<file path="src/rtl/imm_enc_pkg.sv">
// imm_enc_pkg: opcodes, instruction formats and decode/range helpers shared by the encoder
package imm_enc_pkg;
   localparam logic [6:0] OP_IMM    = 7'b0010011;
   localparam logic [6:0] OP_LOAD   = 7'b0000011;
   localparam logic [6:0] OP_STORE  = 7'b0100011;
   localparam logic [6:0] OP_LUI    = 7'b0110111;
   localparam logic [6:0] OP_BRANCH = 7'b1100011;
   localparam logic [6:0] OP_JALR   = 7'b1100111;
   localparam logic [6:0] OP_JAL    = 7'b1101111;

   typedef enum logic [2:0] {FMT_I, FMT_S, FMT_U, FMT_SB, FMT_UJ, FMT_NONE} fmt_e;

   typedef struct packed {
      fmt_e        fmt;
      logic        range_err;
      logic [6:0]  opcode;
      logic [2:0]  funct3;
      logic [4:0]  rd;
      logic [4:0]  rs1;
      logic [4:0]  rs2;
      logic [31:0] imm;
   } s1_t;

   // JALR with a non-zero funct3 has no I-type meaning, so it is packed as a branch
   function automatic fmt_e decode_fmt(input logic [6:0] op, input logic [2:0] f3);
      return (op == OP_IMM || op == OP_LOAD || (op == OP_JALR && f3 == 3'b000)) ? FMT_I :
             op == OP_STORE ? FMT_S :
             op == OP_LUI ? FMT_U :
             (op == OP_BRANCH || op == OP_JALR) ? FMT_SB :
             op == OP_JAL ? FMT_UJ : FMT_NONE;
   endfunction

   function automatic logic fits(input logic [63:0] v, input int unsigned n);
      logic [63:0] t;
      t = 64'($signed(v) >>> (n - 1));
      return t == '0 || t == '1;
   endfunction

   function automatic logic range_err(input fmt_e f, input logic [63:0] v);
      case (f)
         FMT_I, FMT_S: return !fits(v, 12);
         FMT_U:        return v[11:0] != '0 || !fits(v, 32);
         FMT_SB:       return v[0] || !fits(v, 13);
         FMT_UJ:       return v[0] || !fits(v, 21);
         default:      return 1'b0;
      endcase
   endfunction
endpackage

</file>
<file path="src/rtl/imm_encoder_pack.sv">
// imm_pack: scatters register fields and immediate bits into a 32-bit RISC-V instruction word
module imm_pack
   import imm_enc_pkg::*;
(
   input  fmt_e        fmt_i,
   input  logic [6:0]  opcode_i,
   input  logic [2:0]  funct3_i,
   input  logic [4:0]  rd_i,
   input  logic [4:0]  rs1_i,
   input  logic [4:0]  rs2_i,
   input  logic [31:0] imm_i,
   output logic [31:0] instr_o
);
   always_comb begin
      instr_o = {25'd0, opcode_i};
      case (fmt_i)
         FMT_I:   instr_o[31:7] = {imm_i[11:0], rs1_i, funct3_i, rd_i};
         FMT_S:   instr_o[31:7] = {imm_i[11:5], rs2_i, rs1_i, funct3_i, imm_i[4:0]};
         FMT_U:   instr_o[31:7] = {imm_i[31:12], rd_i};
         FMT_SB:  instr_o[31:7] = {imm_i[12], imm_i[10:5], rs2_i, rs1_i, funct3_i, imm_i[4:1], imm_i[11]};
         FMT_UJ:  instr_o[31:7] = {imm_i[20], imm_i[10:1], imm_i[11], imm_i[19:12], rd_i};
         default: ;
      endcase
   end
endmodule

</file>
<file path="src/rtl/imm_encoder.sv">
// imm_encoder: two-stage valid/ready RISC-V instruction encoder with immediate range checking
// Define IMM_ENC_STATS_EN to build the saturating emitted/error word counters.
module imm_encoder
   import imm_enc_pkg::*;
#(
   parameter int CNT_W = 16
) (
   input  logic             clk,
   input  logic             rst_n,
   input  logic             in_valid,
   output logic             in_ready,
   input  logic [6:0]       in_opcode,
   input  logic [2:0]       in_funct3,
   input  logic [4:0]       in_rd,
   input  logic [4:0]       in_rs1,
   input  logic [4:0]       in_rs2,
   input  logic [63:0]      in_imm,
   output logic             out_valid,
   input  logic             out_ready,
   output logic [31:0]      out_instr,
   output logic             out_range_err,
   output logic             out_unsup,
   output logic [CNT_W-1:0] stat_enc_cnt,
   output logic [CNT_W-1:0] stat_err_cnt
);
   s1_t         s1_d, s1_q;
   logic        s1_valid_q, s2_valid_q, s2_load;
   logic [31:0] instr_d, instr_q;
   logic        rerr_q, unsup_q;

   assign s2_load  = !s2_valid_q || out_ready;
   assign in_ready = !s1_valid_q || s2_load;

   always_comb begin
      s1_d.fmt       = decode_fmt(in_opcode, in_funct3);
      s1_d.range_err = range_err(s1_d.fmt, in_imm);
      s1_d.opcode    = in_opcode;
      s1_d.funct3    = in_funct3;
      s1_d.rd        = in_rd;
      s1_d.rs1       = in_rs1;
      s1_d.rs2       = in_rs2;
      s1_d.imm       = in_imm[31:0];
   end

   imm_pack u_pack (
      .fmt_i    (s1_q.fmt),
      .opcode_i (s1_q.opcode),
      .funct3_i (s1_q.funct3),
      .rd_i     (s1_q.rd),
      .rs1_i    (s1_q.rs1),
      .rs2_i    (s1_q.rs2),
      .imm_i    (s1_q.imm),
      .instr_o  (instr_d)
   );

   always_ff @(posedge clk or negedge rst_n) begin
      if (!rst_n) begin
         s1_valid_q <= 1'b0;
         s1_q       <= '0;
         s2_valid_q <= 1'b0;
         instr_q    <= '0;
         rerr_q     <= 1'b0;
         unsup_q    <= 1'b0;
      end else begin
         if (in_ready) s1_valid_q <= in_valid;
         if (in_valid && in_ready) s1_q <= s1_d;
         if (s2_load) s2_valid_q <= s1_valid_q;
         if (s2_load && s1_valid_q) begin
            instr_q <= instr_d;
            rerr_q  <= s1_q.range_err;
            unsup_q <= s1_q.fmt == FMT_NONE;
         end
      end
   end

   assign out_valid     = s2_valid_q;
   assign out_instr     = instr_q;
   assign out_range_err = rerr_q;
   assign out_unsup     = unsup_q;

`ifdef IMM_ENC_STATS_EN
   logic [CNT_W-1:0] enc_q, err_q;
   logic             xfer;

   assign xfer = s2_valid_q && out_ready;

   always_ff @(posedge clk or negedge rst_n) begin
      if (!rst_n) begin
         enc_q <= '0;
         err_q <= '0;
      end else begin
         if (xfer && !(&enc_q)) enc_q <= enc_q + CNT_W'(1);
         if (xfer && (rerr_q || unsup_q) && !(&err_q)) err_q <= err_q + CNT_W'(1);
      end
   end

   assign stat_enc_cnt = enc_q;
   assign stat_err_cnt = err_q;
`else
   assign stat_enc_cnt = '0;
   assign stat_err_cnt = '0;
`endif
endmodule

</file>
<file path="config.mk">
export PLATFORM = sky130hd
export DESIGN_NAME = imm_encoder
export DESIGN_NICKNAME = d
export VERILOG_FILES = /design/src/rtl/imm_enc_pkg.sv /design/src/rtl/imm_encoder_pack.sv /design/src/rtl/imm_encoder.sv
export SDC_FILE = /design/constraint.sdc
export NUM_CORES = 1
export LEC_CHECK = 0
export CORE_UTILIZATION = 30
export CTS_CLUSTER_DIAMETER = 120
export CTS_CLUSTER_SIZE = 14
export DETAILED_ROUTE_END_ITERATION = 16
export GPL_TIMING_DRIVEN = 0
export PLACE_DENSITY_LB_ADDON = 0.05
export SYNTH_ARGS = -nofsm -noshare
export SYNTH_HDL_FRONTEND = slang
export SYNTH_HIERARCHICAL = 1
export SYNTH_SLANG_ARGS = --single-unit
</file>
<file path="constraint.sdc">
create_clock -name clk -period 4.35 [get_ports clk]
set_input_delay 0.87 -clock clk [delete_from_list [all_inputs] [get_ports clk]]
set_output_delay 0.87 -clock clk [all_outputs]
set_load 0.01 [all_outputs]
</file>
# After elaboration in Yosys (flattened, before gate mapping)
# Index checks and enable logic that the tools add are counted.
dict set report word_totals {
  reg_bits 97
  in_bits 93
  output_inout_bits 68
  elab_cells 70
}
dict set report classes {
  n_eq_ne 20
  n_mux 7
  n_reduce_logical 30
}
# op n
set ops {}
lappend ops {{$eq A64 B64 Y1 const B} 4}
lappend ops {{$logic_not A64 Y1} 4}
lappend ops {{$pmux W25 S5} 1}
lappend ops {{$eq A7 B7 Y1 const B} 3}
lappend ops {{$eq A7 B6 Y1 const B} 2}
lappend ops {{$eq A3 B2 Y1 const B} 4}
lappend ops {{$logic_or A1 B1 Y1} 12}
lappend ops {{$mux W3} 4}
lappend ops {{$reduce_bool A12 Y1} 1}
lappend ops {{$eq A3 B3 Y1 const B} 3}
lappend ops {{$logic_not A3 Y1} 3}
lappend ops {{$eq A7 B2 Y1 const B} 1}
lappend ops {{$eq A7 B5 Y1 const B} 1}
lappend ops {{$eq A3 B1 Y1 const B} 2}
lappend ops {{$logic_not A1 Y1} 6}
lappend ops {{$pmux W1 S4} 1}
lappend ops {{$logic_and A1 B1 Y1} 3}
lappend ops {{$reduce_or A2 Y1} 1}
lappend ops {{$mux W1} 1}

# Logic depth before layout (Yosys ltp)
dict set report logic_depth {
  word_depth 9
  ltp_mapped 8
  depth_no_buf 7
}

# Cells and area by module
# The synthesis kept the hierarchy.
# mod n_inst cells_each area_each_um2 seq_area_each_um2
set by_module_without_submodules {}
lappend by_module_without_submodules {imm_encoder 1 450 4396.7 2427.3}
lappend by_module_without_submodules {imm_pack 1 115 634.4 0.0}

# Worst setup path after synthesis
# Ideal clock, no wire load.
dict set report synth_path {
  kind {input -> register}
  start {input in_imm[49]}
  end {register s1_q[57] (netlist bit)}
  setup_ps 131
  t_arrival_ps 2267
  required_ps 4219
  slack_ps 1952
  path_stages 7
  n_path_buf 0
  cell_sequence {nor4_2 nand2_1 or4_4 nor3_4 o221a_1 a41o_1 o31ai_1}
}
dict set report synth_between {
  elab_chain_len 5
  elab_cells_between_ends 20
  cone_classes {eq/ne (4); mux (1); reduce/logical (15)}
}
# item line
set synth_rtl {}
lappend synth_rtl {{start, declared} imm_encoder.sv:17} ;# input logic [63:0] in_imm,
lappend synth_rtl {{$eq A64 B64 Y1 or $logic_not A64 Y1 (tied branches)} imm_enc_pkg.sv:36} ;# return t == '0 || t == '1;
lappend synth_rtl {{$logic_or A1 B1 Y1} imm_enc_pkg.sv:36}
lappend synth_rtl {{$logic_not A1 Y1 (on tied branches)} {imm_enc_pkg.sv:44, imm_enc_pkg.sv:42, imm_enc_pkg.sv:43}}
lappend synth_rtl {{$logic_or A1 B1 Y1 (on tied branches)} {imm_enc_pkg.sv:44, imm_enc_pkg.sv:42, imm_enc_pkg.sv:43}}
lappend synth_rtl {{$pmux W1 S4 *} imm_enc_pkg.sv:40} ;# case (f)
lappend synth_rtl {{end signal, assigned} imm_encoder.sv:59} ;# s1_q <= '0;
lappend synth_rtl {{end signal, assigned} imm_encoder.sv:66} ;# if (in_valid && in_ready) s1_q <= s1_d;
lappend synth_rtl {{end, declared} imm_encoder.sv:26} ;# s1_t s1_d, s1_q;
# Every way passes the cells marked *; elsewhere a longest branch is shown, timed or not.
# A chain may end at the register's enable or synchronous reset.

# Worst setup path in the final report
dict set report layout_path {
  start {input out_ready}
  end {output in_ready}
}
dict set report layout_between {
  elab_chain_len 2
}
# item line
set layout_rtl {}
lappend layout_rtl {{start, declared} imm_encoder.sv:19} ;# input logic out_ready,
lappend layout_rtl {{$logic_or A1 B1 Y1} imm_encoder.sv:31} ;# assign s2_load = !s2_valid_q || out_ready;
lappend layout_rtl {{$logic_or A1 B1 Y1} imm_encoder.sv:32} ;# assign in_ready = !s1_valid_q || s2_load;
lappend layout_rtl {{end, declared} imm_encoder.sv:11} ;# output logic in_ready,
# Every way passes these cells.

==> metrics list <==
* Result of the run: complete, no violations
- In this run the critical register-to-register path is captured at s1_q[57]$_DFFE_PN0P_.
- Total routing resource utilization after global routing: 17.5%
- Detailed placer's ending HPWL: 11.2 mm
- DR WL/cell: 15.1 um
* Prevailing post-synth register cell: sky130_fd_sc_hd__dfrtp_1
- Simple-gate portion of the synthesized area: 28.3%
- Number of synthesized flops with an enable pin: 0
* Max IR drop VDD: 214 uV
* Fill cell total of the finished layout: 1624
* Count of buffers added by post-CTS timing repair for setup: 0
- Static timing analysis puts the maximum clock frequency at 0.339 GHz.
- Per report_power, the combinational group accounts for 24.2% of the total.
* Residual antenna-violating net count after detailed routing: 0
- Tightest slew margin relative to the limit: 52.6%
- Pre-antenna DRT Iters: 6
* Mean cell area of the mapped netlist: 8.90 sq um
* Number of buffers on the longest clock path: 2
- Via count: 4356
* Total of flip-flops plus latches after synthesis: 97
- The detailed router finished its first iteration with 152 violations.
- Final min period: 2.95 ns
* CTS H-tree depth: 3
* Worst EP required: 3.48 ns
* Kind of critical path: in2out
- Post_cts resized: 0
- The floorplan step defined a die boundary enclosing 17300 sq um.
* Synthesized-area fraction occupied by ao, oa, aoi and oai cells: 6.34%
- For the worst flop-to-flop path, the logic depth is 7.
- Routed WL: 14.4 mm
- Clock Root Buffer: sky130_fd_sc_hd__clkbuf_16
- The portion of synthesized area spent on multiplexers is 8.01%.
* Portion of synthesized cell area occupied by the leading cell type: 48.2%
- Once the floorplan was initialized, standard cells occupied 31.2% of the core.
- Total CTS buffers: 9
- Adder and majority gate portion of the synthesized area: 0%
- Source of the worst register-to-register timing path: out_valid$_DFFE_PN0P_
- Kind of path behind the tightest hold check: reg2reg
* Total core area: 16100 sq um
- Slew at the pin closest to its max-slew limit: 0.711 ns
* Worst-path clk slew: 0.06 ns
- Setup repair after global routing left no endpoint under its margin.
- Synth top area cells: sky130_fd_sc_hd__dfrtp_1 (48%), sky130_fd_sc_hd__nand2_1 (16%), sky130_fd_sc_hd__mux2_2 (7.6%)
- Sw frac: 28.3%
- Total of endpoints with negative setup slack in the final report: 0
- Setup crit end kind: output pin
- Number of slew-limit violations in the final report: 0
- Number of global-route vias before repair: 4481
* Number of sinks handled by clock tree synthesis: 97
- Crit-path max FO: 4
* Die span in y: 132 um
* Initial antenna violation count: 0
- Instance area after placement: 6700 sq um
- In the finished design, the share of the clock period the worst path needs comes to 67.7%.
* Count of standard-cell rows: 46
- Across all register-to-register paths, the minimum setup slack is 2.32 ns.
- Maxcap violations: 0
- In this run the tool buffered the top-level ports with 126 buffer cells.
- IO Pins: 161
- Number of remaining DRC errors: 0
- Area growth, synth to finish: 39.1%
- The cell count after synthesis came out at 565.
- Cell internal power was estimated by the tool at 1.83 mW.
- Routability-driven placement finished with a final weighted congestion of 0.754.
* Fraction of the yosys area taken by sequential cells: 48.2%
- Post-Synthesis Cell Area: 5030 sq um
* Final setup skew: 0.00777 ns
- Nets: 827
- The finished cells cover 7000 sq um.
- Sequential cells account for 44.0% of the total power.
- Counting instances, the worst hold path has a depth of 2.
- Count of hold buffers inserted by post-cts repair: 0
* Wire length of the first global-routing pass: 23.3 mm
- Largest area contributor in the netlist: sky130_fd_sc_hd__dfrtp_1
- Overall power of the completed layout: 2.56 mW
- Sort of element at the start of the critical path: input port
- Combinational family with the most area after synthesis: simple AND/OR/NAND/NOR gates
* Via density per instance: 4.56
- After global routing the overflow that remains totals 0.
- Measured along the x axis, the die boundary spans 132 um.
- Number of hold-slack violations in the final timing report: 0
- Xor and xnor fraction of the mapped netlist area: 0%
- Clk_lat worst skew: 0.35 ns
- Entering global routing, the biggest net connects 61 pins.
- Total of warnings raised by yosys: 6
- Counting flops with an async set or reset pin after synthesis yields a share of 100%.
* Share of layout cells above drive strength 1: 15.2%
- In this run the power density over the cells is 366 nW/um^2.
- TritonCTS built the clock tree.
* Endpoint with the worst hold slack: s1_q[7]$_DFFE_PN0P_
- Relative contribution of the clock network to total power: 31.8%
- Power dissipated by switching net loads: 0.725 mW
* Min-Delay Startpoint: s1_q[7]$_DFFE_PN0P_
* Number of distinct library cells after synthesis: 47
- 0 antenna diodes ended up in the layout.
- The analysis attributes to cell leakage a power of 3.28 nW.
* Endpoint arrival time on the critical path: 2.08 ns
-- logic make-up (layout without fill, tap and decap cells) --
group / after synthesis / in the layout
simple gates: 313 / 313
flops: 97 / 97
other cells: 1 / 32
compound gates: 51 / 51
mux: 36 / 36
buf+inv: 67 / 210
-- state kept, by name, summed over array words and instances, names as in the netlist --
register       cells
out_instr         32
out_range_err      1
s1_q              61
out_unsup          1
out_valid          1
s1_valid_q         1
-- power by group through the flow --
stage | Combinational (mW) | Sequential, mW | Clock (mW)
floorplan | 0.277 | 1.15 | 0
global placement | 0.618 | 1.14 | 0
detailed placement | 0.627 | 1.14 | 0
CTS | 0.630 | 1.13 | 0.844
global route | 0.684 | 1.14 | 0.875
finish | 0.620 | 1.13 | 0.814
-- through the flow --
| stage | hold WS, ns | setup TNS (ns) | util (%) | cells | setup WS [ns] |
|---|---|---|---|---|---|
| floorplan | 0.438 | 0 | - | 596 | 1.95 |
| global placement | 0.457 | -133.29 | 41.4 | 938 | -1.38 |
| detailed placement | 0.460 | 0 | 41.6 | 939 | 1.26 |
| CTS | 0.476 | 0 | 43.4 | 955 | 1.40 |
| global route | 0.500 | 0 | 43.4 | 955 | 1.34 |
| finish | 0.470 | 0 | 43.4 | 955 | 1.40 |
-- metal layers --
metal	up-vias	wire, um	track usage [%]
met5	-	0	0
met4	0	148	5.30
met3	8	753	4.86
met2	109	7090	29.5
met1	2071	6450	21.6
li1	2168	-	-
-- placed cells by master (no fill, tap or decap), types with 2 or more instances in the layout --
master / synthesis / final
sky130_fd_sc_hd__clkbuf_1: 17 / 18
sky130_fd_sc_hd__clkdlybuf4s50_1: 0 / 125
sky130_fd_sc_hd__buf_4: 42 / 43
sky130_fd_sc_hd__conb_1: 1 / 32
sky130_fd_sc_hd__nand3b_1: 7 / 7
sky130_fd_sc_hd__and2b_1: 3 / 3
sky130_fd_sc_hd__nor4_2: 2 / 2
sky130_fd_sc_hd__nor2_1: 15 / 15
sky130_fd_sc_hd__nor3b_1: 2 / 2
sky130_fd_sc_hd__mux2_2: 34 / 34
sky130_fd_sc_hd__nor2b_1: 8 / 8
sky130_fd_sc_hd__mux2i_1: 2 / 2
sky130_fd_sc_hd__nand3_1: 16 / 16
sky130_fd_sc_hd__a32oi_1: 2 / 2
sky130_fd_sc_hd__clkbuf_16: 0 / 9
sky130_fd_sc_hd__buf_2: 3 / 3
sky130_fd_sc_hd__nor4_1: 15 / 15
sky130_fd_sc_hd__a21oi_1: 3 / 3
sky130_fd_sc_hd__buf_6: 4 / 4
sky130_fd_sc_hd__clkinvlp_4: 0 / 2
sky130_fd_sc_hd__o31ai_1: 4 / 4
sky130_fd_sc_hd__dfrtp_1: 97 / 97
sky130_fd_sc_hd__a41o_1: 2 / 2
sky130_fd_sc_hd__nand4_1: 16 / 16
sky130_fd_sc_hd__o21ai_0: 29 / 29
sky130_fd_sc_hd__nor3_1: 3 / 3
sky130_fd_sc_hd__nand2b_1: 4 / 4
sky130_fd_sc_hd__nand2_1: 212 / 212
-- cell usage after synthesis (4+ instances only) --
cell                       count
sky130_fd_sc_hd__nand2_1     212
sky130_fd_sc_hd__nand3_1      16
sky130_fd_sc_hd__nor2b_1       8
sky130_fd_sc_hd__nor2_1       15
sky130_fd_sc_hd__buf_4        42
sky130_fd_sc_hd__o21ai_0      29
sky130_fd_sc_hd__nand3b_1      7
sky130_fd_sc_hd__dfrtp_1      97
sky130_fd_sc_hd__nand4_1      16
sky130_fd_sc_hd__clkbuf_1     17
sky130_fd_sc_hd__nand2b_1      4
sky130_fd_sc_hd__nor4_1       15
sky130_fd_sc_hd__buf_6         4
sky130_fd_sc_hd__mux2_2       34
sky130_fd_sc_hd__o31ai_1       4
-- cell type report --
type	instances	area, sq um	area share, %
clock inverters	6	67.6	0.965
repair buffers	127	1290	18.4
multi-input cells	432	2270	32.4
well taps	216	270	3.86
plain buffers	67	454	6.49
clock buffers	10	229	3.27
flip-flops and latches	97	2430	34.7
-- worst max-delay path by stage --
stage                from                  endpoint  slack [ns]  cells after the start
4_1_cts         out_ready                  in_ready        1.40                      3
3_5_place_dp   in_imm[46]      s1_q[57]$_DFFE_PN0P_        1.26                      8
5_1_grt         out_ready                  in_ready        1.34                      3
2_1_floorplan  in_imm[49]      s1_q[57]$_DFFE_PN0P_        1.95                      7
6_report        out_ready                  in_ready        1.40                      3
3_3_place_gp        rst_n  out_instr[3]$_DFFE_PN0P_       -1.38                      1
-- worst max-delay path, cell delays in order --
cell                              delay, ns
sky130_fd_sc_hd__clkdlybuf4s50_1       0.47
sky130_fd_sc_hd__nand3b_1              0.17
sky130_fd_sc_hd__clkdlybuf4s50_1       0.56
No activity file was read; power rests on OpenSTA's default activity.
